$ cat src/rtl/dmem_arbiter_if.sv
// Bus bundle between the two data-memory requesters, the arbiter and the data RAM.
// slave = arbiter side, master = requester/RAM side.
interface dmem_arbiter_if #(
    parameter int WORD_AW = 14,
    parameter int DATA_W  = 32
);
    logic               m0_req;
    logic               m0_we;
    logic [31:0]        m0_addr;
    logic [DATA_W-1:0]  m0_wdata;
    logic               m0_gnt;
    logic               m0_rvalid;
    logic [DATA_W-1:0]  m0_rdata;

    logic               m1_req;
    logic               m1_we;
    logic [31:0]        m1_addr;
    logic [DATA_W-1:0]  m1_wdata;
    logic               m1_gnt;
    logic               m1_rvalid;
    logic [DATA_W-1:0]  m1_rdata;

    logic               ram_we;
    logic [WORD_AW-1:0] ram_addr;
    logic [DATA_W-1:0]  ram_wdata;
    logic [DATA_W-1:0]  ram_rdata;

    modport slave (
        input  m0_req, m0_we, m0_addr, m0_wdata,
        output m0_gnt, m0_rvalid, m0_rdata,
        input  m1_req, m1_we, m1_addr, m1_wdata,
        output m1_gnt, m1_rvalid, m1_rdata,
        output ram_we, ram_addr, ram_wdata,
        input  ram_rdata
    );

    modport master (
        output m0_req, m0_we, m0_addr, m0_wdata,
        input  m0_gnt, m0_rvalid, m0_rdata,
        output m1_req, m1_we, m1_addr, m1_wdata,
        input  m1_gnt, m1_rvalid, m1_rdata,
        input  ram_we, ram_addr, ram_wdata,
        output ram_rdata
    );
endinterface

$ cat src/rtl/dmem_arbiter.sv
// Two-port arbiter onto a single-ported data RAM with one-cycle read latency.
// Define DMEM_ARB_RR_EN for round-robin tie-breaking; otherwise port 0 wins ties.
module dmem_arbiter #(
    parameter int WORD_AW = 14,
    parameter int DATA_W  = 32
) (
    input  logic          clock,
    input  logic          rst_n,
    dmem_arbiter_if.slave bus
);

    typedef enum logic [1:0] {IDLE, ACCESS, RDWAIT} state_t;

    state_t      state;
    logic        win;
    logic        pick1;
    logic        any_req;
    logic [31:0] sel_addr;
    logic        unused_addr_bits;

`ifdef DMEM_ARB_RR_EN
    logic last;  // port granted most recently; the other one wins a tie

    always_comb begin
        pick1 = 1'b0;
        if (bus.m1_req && (!bus.m0_req || !last))
            pick1 = 1'b1;
    end
`else
    always_comb begin
        pick1 = 1'b0;
        if (bus.m1_req && !bus.m0_req)
            pick1 = 1'b1;
    end
`endif

    assign any_req          = bus.m0_req | bus.m1_req;
    assign sel_addr         = pick1 ? bus.m1_addr : bus.m0_addr;
    assign unused_addr_bits = ^{sel_addr[31:WORD_AW+2], sel_addr[1:0]};

    always_ff @(posedge clock or negedge rst_n) begin
        if (!rst_n) begin
            state         <= IDLE;
            win           <= 1'b0;
            bus.m0_gnt    <= 1'b0;
            bus.m1_gnt    <= 1'b0;
            bus.m0_rvalid <= 1'b0;
            bus.m1_rvalid <= 1'b0;
            bus.m0_rdata  <= '0;
            bus.m1_rdata  <= '0;
            bus.ram_we    <= 1'b0;
            bus.ram_addr  <= '0;
            bus.ram_wdata <= '0;
`ifdef DMEM_ARB_RR_EN
            last          <= 1'b1;
`endif
        end else begin
            bus.m0_gnt    <= 1'b0;
            bus.m1_gnt    <= 1'b0;
            bus.m0_rvalid <= 1'b0;
            bus.m1_rvalid <= 1'b0;
            bus.ram_we    <= 1'b0;
            case (state)
                IDLE: begin
                    if (any_req) begin
                        state         <= ACCESS;
                        win           <= pick1;
                        bus.m0_gnt    <= !pick1;
                        bus.m1_gnt    <= pick1;
                        bus.ram_we    <= pick1 ? bus.m1_we : bus.m0_we;
                        bus.ram_addr  <= sel_addr[WORD_AW+1:2];
                        bus.ram_wdata <= pick1 ? bus.m1_wdata : bus.m0_wdata;
`ifdef DMEM_ARB_RR_EN
                        last          <= pick1;
`endif
                    end
                end
                // ram_we still holds the latched direction during ACCESS
                ACCESS: state <= bus.ram_we ? IDLE : RDWAIT;
                RDWAIT: begin
                    state <= IDLE;
                    if (win) begin
                        bus.m1_rdata  <= bus.ram_rdata;
                        bus.m1_rvalid <= 1'b1;
                    end else begin
                        bus.m0_rdata  <= bus.ram_rdata;
                        bus.m0_rvalid <= 1'b1;
                    end
                end
                default: state <= IDLE;
            endcase
        end
    end

endmodule
$ cat src/flat_wrapper.sv
// flat-port wrapper written by rule: the top's interface ports become plain ports
module dmem_arbiter_flat 
#(
    parameter int WORD_AW = 14,
    parameter int DATA_W  = 32
)
  (clock, rst_n, bus_m0_req, bus_m0_we, bus_m0_addr, bus_m0_wdata, bus_m0_gnt, bus_m0_rvalid, bus_m0_rdata, bus_m1_req, bus_m1_we, bus_m1_addr, bus_m1_wdata, bus_m1_gnt, bus_m1_rvalid, bus_m1_rdata, bus_ram_we, bus_ram_addr, bus_ram_wdata, bus_ram_rdata);
  dmem_arbiter_if #(.WORD_AW(WORD_AW), .DATA_W(DATA_W)) bus_i ();
  input  logic clock;
  input  logic rst_n;
  input wire logic [$bits(bus_i.m0_req)-1:0] bus_m0_req;
  input wire logic [$bits(bus_i.m0_we)-1:0] bus_m0_we;
  input wire logic [$bits(bus_i.m0_addr)-1:0] bus_m0_addr;
  input wire logic [$bits(bus_i.m0_wdata)-1:0] bus_m0_wdata;
  output wire logic [$bits(bus_i.m0_gnt)-1:0] bus_m0_gnt;
  output wire logic [$bits(bus_i.m0_rvalid)-1:0] bus_m0_rvalid;
  output wire logic [$bits(bus_i.m0_rdata)-1:0] bus_m0_rdata;
  input wire logic [$bits(bus_i.m1_req)-1:0] bus_m1_req;
  input wire logic [$bits(bus_i.m1_we)-1:0] bus_m1_we;
  input wire logic [$bits(bus_i.m1_addr)-1:0] bus_m1_addr;
  input wire logic [$bits(bus_i.m1_wdata)-1:0] bus_m1_wdata;
  output wire logic [$bits(bus_i.m1_gnt)-1:0] bus_m1_gnt;
  output wire logic [$bits(bus_i.m1_rvalid)-1:0] bus_m1_rvalid;
  output wire logic [$bits(bus_i.m1_rdata)-1:0] bus_m1_rdata;
  output wire logic [$bits(bus_i.ram_we)-1:0] bus_ram_we;
  output wire logic [$bits(bus_i.ram_addr)-1:0] bus_ram_addr;
  output wire logic [$bits(bus_i.ram_wdata)-1:0] bus_ram_wdata;
  input wire logic [$bits(bus_i.ram_rdata)-1:0] bus_ram_rdata;
  assign bus_i.m0_req = bus_m0_req;
  assign bus_i.m0_we = bus_m0_we;
  assign bus_i.m0_addr = bus_m0_addr;
  assign bus_i.m0_wdata = bus_m0_wdata;
  assign bus_m0_gnt = bus_i.m0_gnt;
  assign bus_m0_rvalid = bus_i.m0_rvalid;
  assign bus_m0_rdata = bus_i.m0_rdata;
  assign bus_i.m1_req = bus_m1_req;
  assign bus_i.m1_we = bus_m1_we;
  assign bus_i.m1_addr = bus_m1_addr;
  assign bus_i.m1_wdata = bus_m1_wdata;
  assign bus_m1_gnt = bus_i.m1_gnt;
  assign bus_m1_rvalid = bus_i.m1_rvalid;
  assign bus_m1_rdata = bus_i.m1_rdata;
  assign bus_ram_we = bus_i.ram_we;
  assign bus_ram_addr = bus_i.ram_addr;
  assign bus_ram_wdata = bus_i.ram_wdata;
  assign bus_i.ram_rdata = bus_ram_rdata;
  dmem_arbiter #(.WORD_AW(WORD_AW), .DATA_W(DATA_W)) u_core (.clock(clock), .rst_n(rst_n), .bus(bus_i));
endmodule
$ cat config.mk
export PLATFORM = sky130hd
export DESIGN_NAME = dmem_arbiter_flat
export DESIGN_NICKNAME = d
export VERILOG_FILES = /design/src/rtl/dmem_arbiter_if.sv /design/src/rtl/dmem_arbiter.sv /design/src/flat_wrapper.sv
export SDC_FILE = /design/constraint.sdc
export NUM_CORES = 1
export LEC_CHECK = 0
export BUFFER_PORTS_ARGS = -buffer_cell sky130_fd_sc_hd__buf_4
export CORE_AREA = 2 2 109 111
export CTS_CLUSTER_SIZE = 30
export DETAILED_ROUTE_END_ITERATION = 8
export DIE_AREA = 0 0 111 113
export GPL_TIMING_DRIVEN = 0
export PLACE_DENSITY = 0.9
export REMOVE_ABC_BUFFERS = 1
export SLEW_MARGIN = 30
export SYNTH_ARGS = -nofsm -noshare
export SYNTH_HDL_FRONTEND = slang
export SYNTH_SLANG_ARGS = --single-unit
$ cat constraint.sdc
create_clock -name clock -period 3 [get_ports clock]
set_input_delay 0.15 -clock clock [delete_from_list [all_inputs] [get_ports clock]]
set_output_delay 0.15 -clock clock [all_outputs]
set_load 0.005 [all_outputs]
Word-level counts from Yosys, hierarchy flattened
Index checks and enable logic that the tools add are counted.

Bitwise operators: 2. Muxes and demuxes: 17. Equal/unequal tests: 3. Reductions and logical operators: 7.

Operator list (number): 32-bit two-way mux (1); 16-bit two-way mux (1); 1-bit two-way mux (12); 2-bit AND reduction (3); 2-bit two-way mux (2); 2-bit case mux with 2 select lines (1); 2-bit by 1-bit == test with 1-bit output (second input constant) (1); 2-bit == test (second input constant) (1); 1-bit logical NOT (2); 2-bit logical NOT (1); 2-bit by 1-bit inequality test with 1-bit output (second input constant) (1); 1-bit logical AND (1); 1-bit inverter (1); 1-bit bitwise OR (1).

Register bits after elaboration: 118. Output and inout port bits: 115. Bits of input ports: 166. Logic and storage cells: 40.

Depth between registers and ports, before layout
Word-level depth: 6. Gate-level depth with buffers: 5.

Least setup slack after synthesis
Ideal clock, no wire load.

Kind: register to register. Start: register u_core.state[0]. End: register u_core.bus.ram_wdata[19]. Buffers on the path: 2. Period minus slack after synthesis: 1503 ps. Arrival time: 1378 ps. Required time: 2875 ps. Cell stages (with the launch flop): 6. Slack: 1497 ps. Cells stage by stage: dfrtp_1 -> nor2_1 -> o21a_1 -> buf_4 -> buf_4 -> mux2_2.

Cells in the longest elaborated chain, start to end: 2.

Ends and longest elaborated chain: start: declaration (line dmem_arbiter.sv:14) `state_t state;`; start signal: assignment (line dmem_arbiter.sv:79) `ACCESS: state <= bus.ram_we ? IDLE : RDWAIT;`; 2-bit logical NOT (line dmem_arbiter.sv:63) `case (state)`; 2-bit AND reduction (no line); end signal: assignment (line dmem_arbiter.sv:72) `bus.ram_wdata <= pick1 ? bus.m1_wdata : bus.m0_wdata;`; end: declaration (line dmem_arbiter_if.sv:33) `output ram_we, ram_addr, ram_wdata,`.

Every way passes these cells. A chain may end at the register's enable or synchronous reset.

Worst setup path in the final report
Start: register u_core.state[0]. End: register u_core.bus.m1_rdata[5].

Cells in the longest elaborated chain, start to end: 2.

Ends and longest elaborated chain: 2-bit == test (line dmem_arbiter.sv:63); 2-bit AND reduction (no line); end signal: assignment (line dmem_arbiter.sv:83) `bus.m1_rdata <= bus.ram_rdata;`; end: declaration (line dmem_arbiter_if.sv:32) `output m1_gnt, m1_rvalid, m1_rdata,`.

Every way passes these cells.

==> reports/qor.csv <==
stage,metric,value,unit
global_routing,vias in the first global route,4124,
timing,Tcrit/Tclk final,57.2,%
global_routing,total gr overflow,0,
synth,"EDFF count, synth",0,
synth,syn_area_per_cell,16.5,um^2
die,Initial Util,44.7,%
placed_design,GP Congestion,0.769,
synth,post-synthesis xor/xnor area fraction,0,%
synth,largest family of logic cells by synthesized area,multiplexers,
synth,simple-gate share of the synthesized area,1.39,%
die,Die Y-Extent,113,um
routing,First-pass DRT Iterations,3,
power_and_ir_drop,Peak VDD IR,0.870,mV
setup_path,Critical Path Sink Type,register,
finish,multi-input logic area,0.00196,mm^2
timing,final-report max-slew violation count,0,
clock_tree,"Clk pin slew, worst setup/hold paths",0.06,ns
finish,Layout area overhead,58.2,%
setup_path,WP data arrival,1.99,ns
timing,clk_skew,0.0105,ns
power_and_ir_drop,total power,8.03,mW
die,Row Count,39,
synth,synthesized flop and latch total,118,
synth,mux contribution to synthesized area,37.0,%
timing,RSZ-0062 raised after global routing,false,
routing,vias per inst,4.86,
synth,Main synth FF type,dfrtp_1,
routing,Routed wire per std cell,17.7,um
clock_tree,htree depth,4,
finish,Layout Nets,758,
global_routing,antenna violations before repair,0,
synth,Post-Syn Area,0.00503,mm^2
global_routing,Total GRT Usage,21.4,%
setup_path,Required @ worst endpoint,3.28,ns
run,max-cap violation count,0,
power_and_ir_drop,P_leak,3.85,nW
synth,Synth area leader,dfrtp_1,
die,total I/O pin count,281,
finish,"commonest cells after routing, fill and taps aside","buf_4, mux2_2, dfrtp_1",
synth,Post-Synth Adder-Cell Area,0,%
routing,# DRC,0,
finish,register area,0.00295,mm^2
run_status,status,"complete, no violations",
clock_tree,clock root buffer,clkbuf_16,
clock_tree,CTS max path bufs,2,
clock_tree,CTS buffer count,17,
die,core area,0.0113,mm^2
routing,Detail Route Antenna Nets,0,
timing,minimum clock period,1.72,ns
synth,sequential fraction of the synthesis area,58.7,%
timing,Fin. Hold Viols,0,
clock_tree,worst skew pair latency,0.40,ns
global_routing,first-pass GRT wire length,21.1,mm
finish,antenna cell count,0,
timing,Setup TNS Final,0,ns
clock_tree,CTS tree,done,
setup_path,critical-path maximum fanout,12,
timing,slew of the pin with the lowest slew margin,0.845,ns
die,die area,0.0125,mm^2
routing,drt initial violations,148,
synth,count of different cell masters after synthesis,19,
setup_path,Crit Path Class,reg2reg,
placed_design,port bufs,244,
routing,final wirelength,13.2,mm
synth,gate count after technology mapping,305,
finish,layout cell share with drive strength beyond 1,72.4,%
clock_tree,CTS sink cnt,118,
finish,"leading cell type in the layout, fill and taps excluded",buf_4,
clock_tree,post-CTS setup buffers,0,
synth,compound-cell area share of the yosys netlist,0.348,%
die,DIE WIDTH,111,um
placed_design,DP HPWL,9.01,mm
finish,fillcell total,735,
global_routing,largest net degree at the start of global routing,119,
power_and_ir_drop,P per Cell Area,1010,mW/mm^2
synth,ys async rst share,100,%
timing,maximum clock rate,0.583,GHz
synth,largest cells by area after synthesis,"dfrtp_1, mux2_2, mux2_4",
routing,DR vias,3633,
timing,Slew Limit Headroom,43.7,%
hold_path,worst hold path type,in2reg,
synth,Synth top area share,58.7,%
timing,# setup viols final,0,
synth,Synth Warn #,0,
setup_path,CP startpoint kind,register,
-- report_power, final --
part | internal (mW) | total (mW) | switching [mW]
logic | 2.07 | 3.17 | 1.10
clock network | 1.25 | 1.98 | 0.733
registers | 2.41 | 2.87 | 0.466
total | 5.73 | 8.03 | 2.30
-- flip-flops by register name (all words and copies together), names as in the netlist --
signal / count
u_core.bus.m0_rdata: 32
u_core.bus.m1_rdata: 32
u_core.bus.ram_wdata: 32
u_core.bus.ram_addr: 14
u_core.state: 2
u_core.bus.m0_gnt: 1
u_core.bus.m0_rvalid: 1
u_core.bus.m1_gnt: 1
u_core.bus.m1_rvalid: 1
u_core.bus.ram_we: 1
u_core.win: 1
-- metrics by stage --
stage               area [um^2]  utilization (%)  std cells  setup WS [ns]  hold WS, ns
finish                     7960             70.6        748           1.28       0.0615
global route               7960             70.6        748           1.21       0.0553
CTS                        7960             70.6        748           1.30       0.0494
detailed placement         7040             62.5        683           1.29        0.296
global placement           6920             61.4        676         0.0258        0.376
floorplan                  4910                -        289          0.628       -0.146
-- final cells by class --
class	count	share of cell area [%]
Clock buffer	18	5.52
Inverter	2	0.0943
Multi-Input combinational cell	169	24.7
Tap cell	143	2.25
Sequential cell	118	37.1
Timing Repair Buffer	284	28.5
Clock inverter	14	1.90
-- per-layer routing --
layer / wire length, um / global-route usage [%] / vias up
met1: 4700 / 22.4 / 1794
li1: - / - / 1665
met3: 642 / 5.62 / 34
met2: 7410 / 40.2 / 140
met4: 442 / 9.75 / 0
met5: 0 / 0 / -
-- repair_timing --
action,CTS,global route
gates resized for setup,0,0
hold buffers,33,0
setup endpoints to repair,0,0
endpoints found under the hold margin,180,0
-- critical path: stages (launching register included) --
cell	delay, ns
dfrtp_1	0.42
nand3b_1	0.25
buf_6	0.22
buf_8	0.17
buf_6	0.16
mux2_2	0.36
-- synth_stat cells (2+ instances only) --
master / n
buf_2: 6
inv_1: 2
nor2_1: 2
dfrtp_1: 118
mux2_1: 4
buf_4: 5
mux2_4: 28
mux2_2: 124
and2_1: 2
buf_6: 5
-- cells by family (layout without fill, tap and decap cells) --
family | count (synthesis) | after routing
buffers and inverters | 18 | 318
flip-flops | 118 | 118
AND/OR/NAND/NOR | 10 | 10
multiplexers | 156 | 156
AO/OA/AOI/OAI | 3 | 3
-- path summary, 6_finish.rpt --
check	from	end	slack, ns	cells past startpoint
worst max-delay path	u_core.state[0]$_DFFE_PN0P_	u_core.bus.m1_rdata[5]$_DFFE_PN0P_	1.28	5
worst min-delay path	bus_m0_req	u_core.bus.m0_gnt$_DFF_PN0_	0.06	2
worst max register to register	u_core.state[0]$_DFFE_PN0P_	u_core.bus.m1_rdata[5]$_DFFE_PN0P_	1.28	5
worst min register to register	u_core.bus.ram_we$_DFF_PN0_	u_core.state[1]$_DFFE_PN0P_	0.46	1
max in group asynchronous	rst_n	u_core.bus.ram_addr[9]$_DFFE_PN0P_	2.01	2
min in group asynchronous	rst_n	u_core.bus.m1_rdata[15]$_DFFE_PN0P_	0.41	2
(Power assumes the default switching activity.)
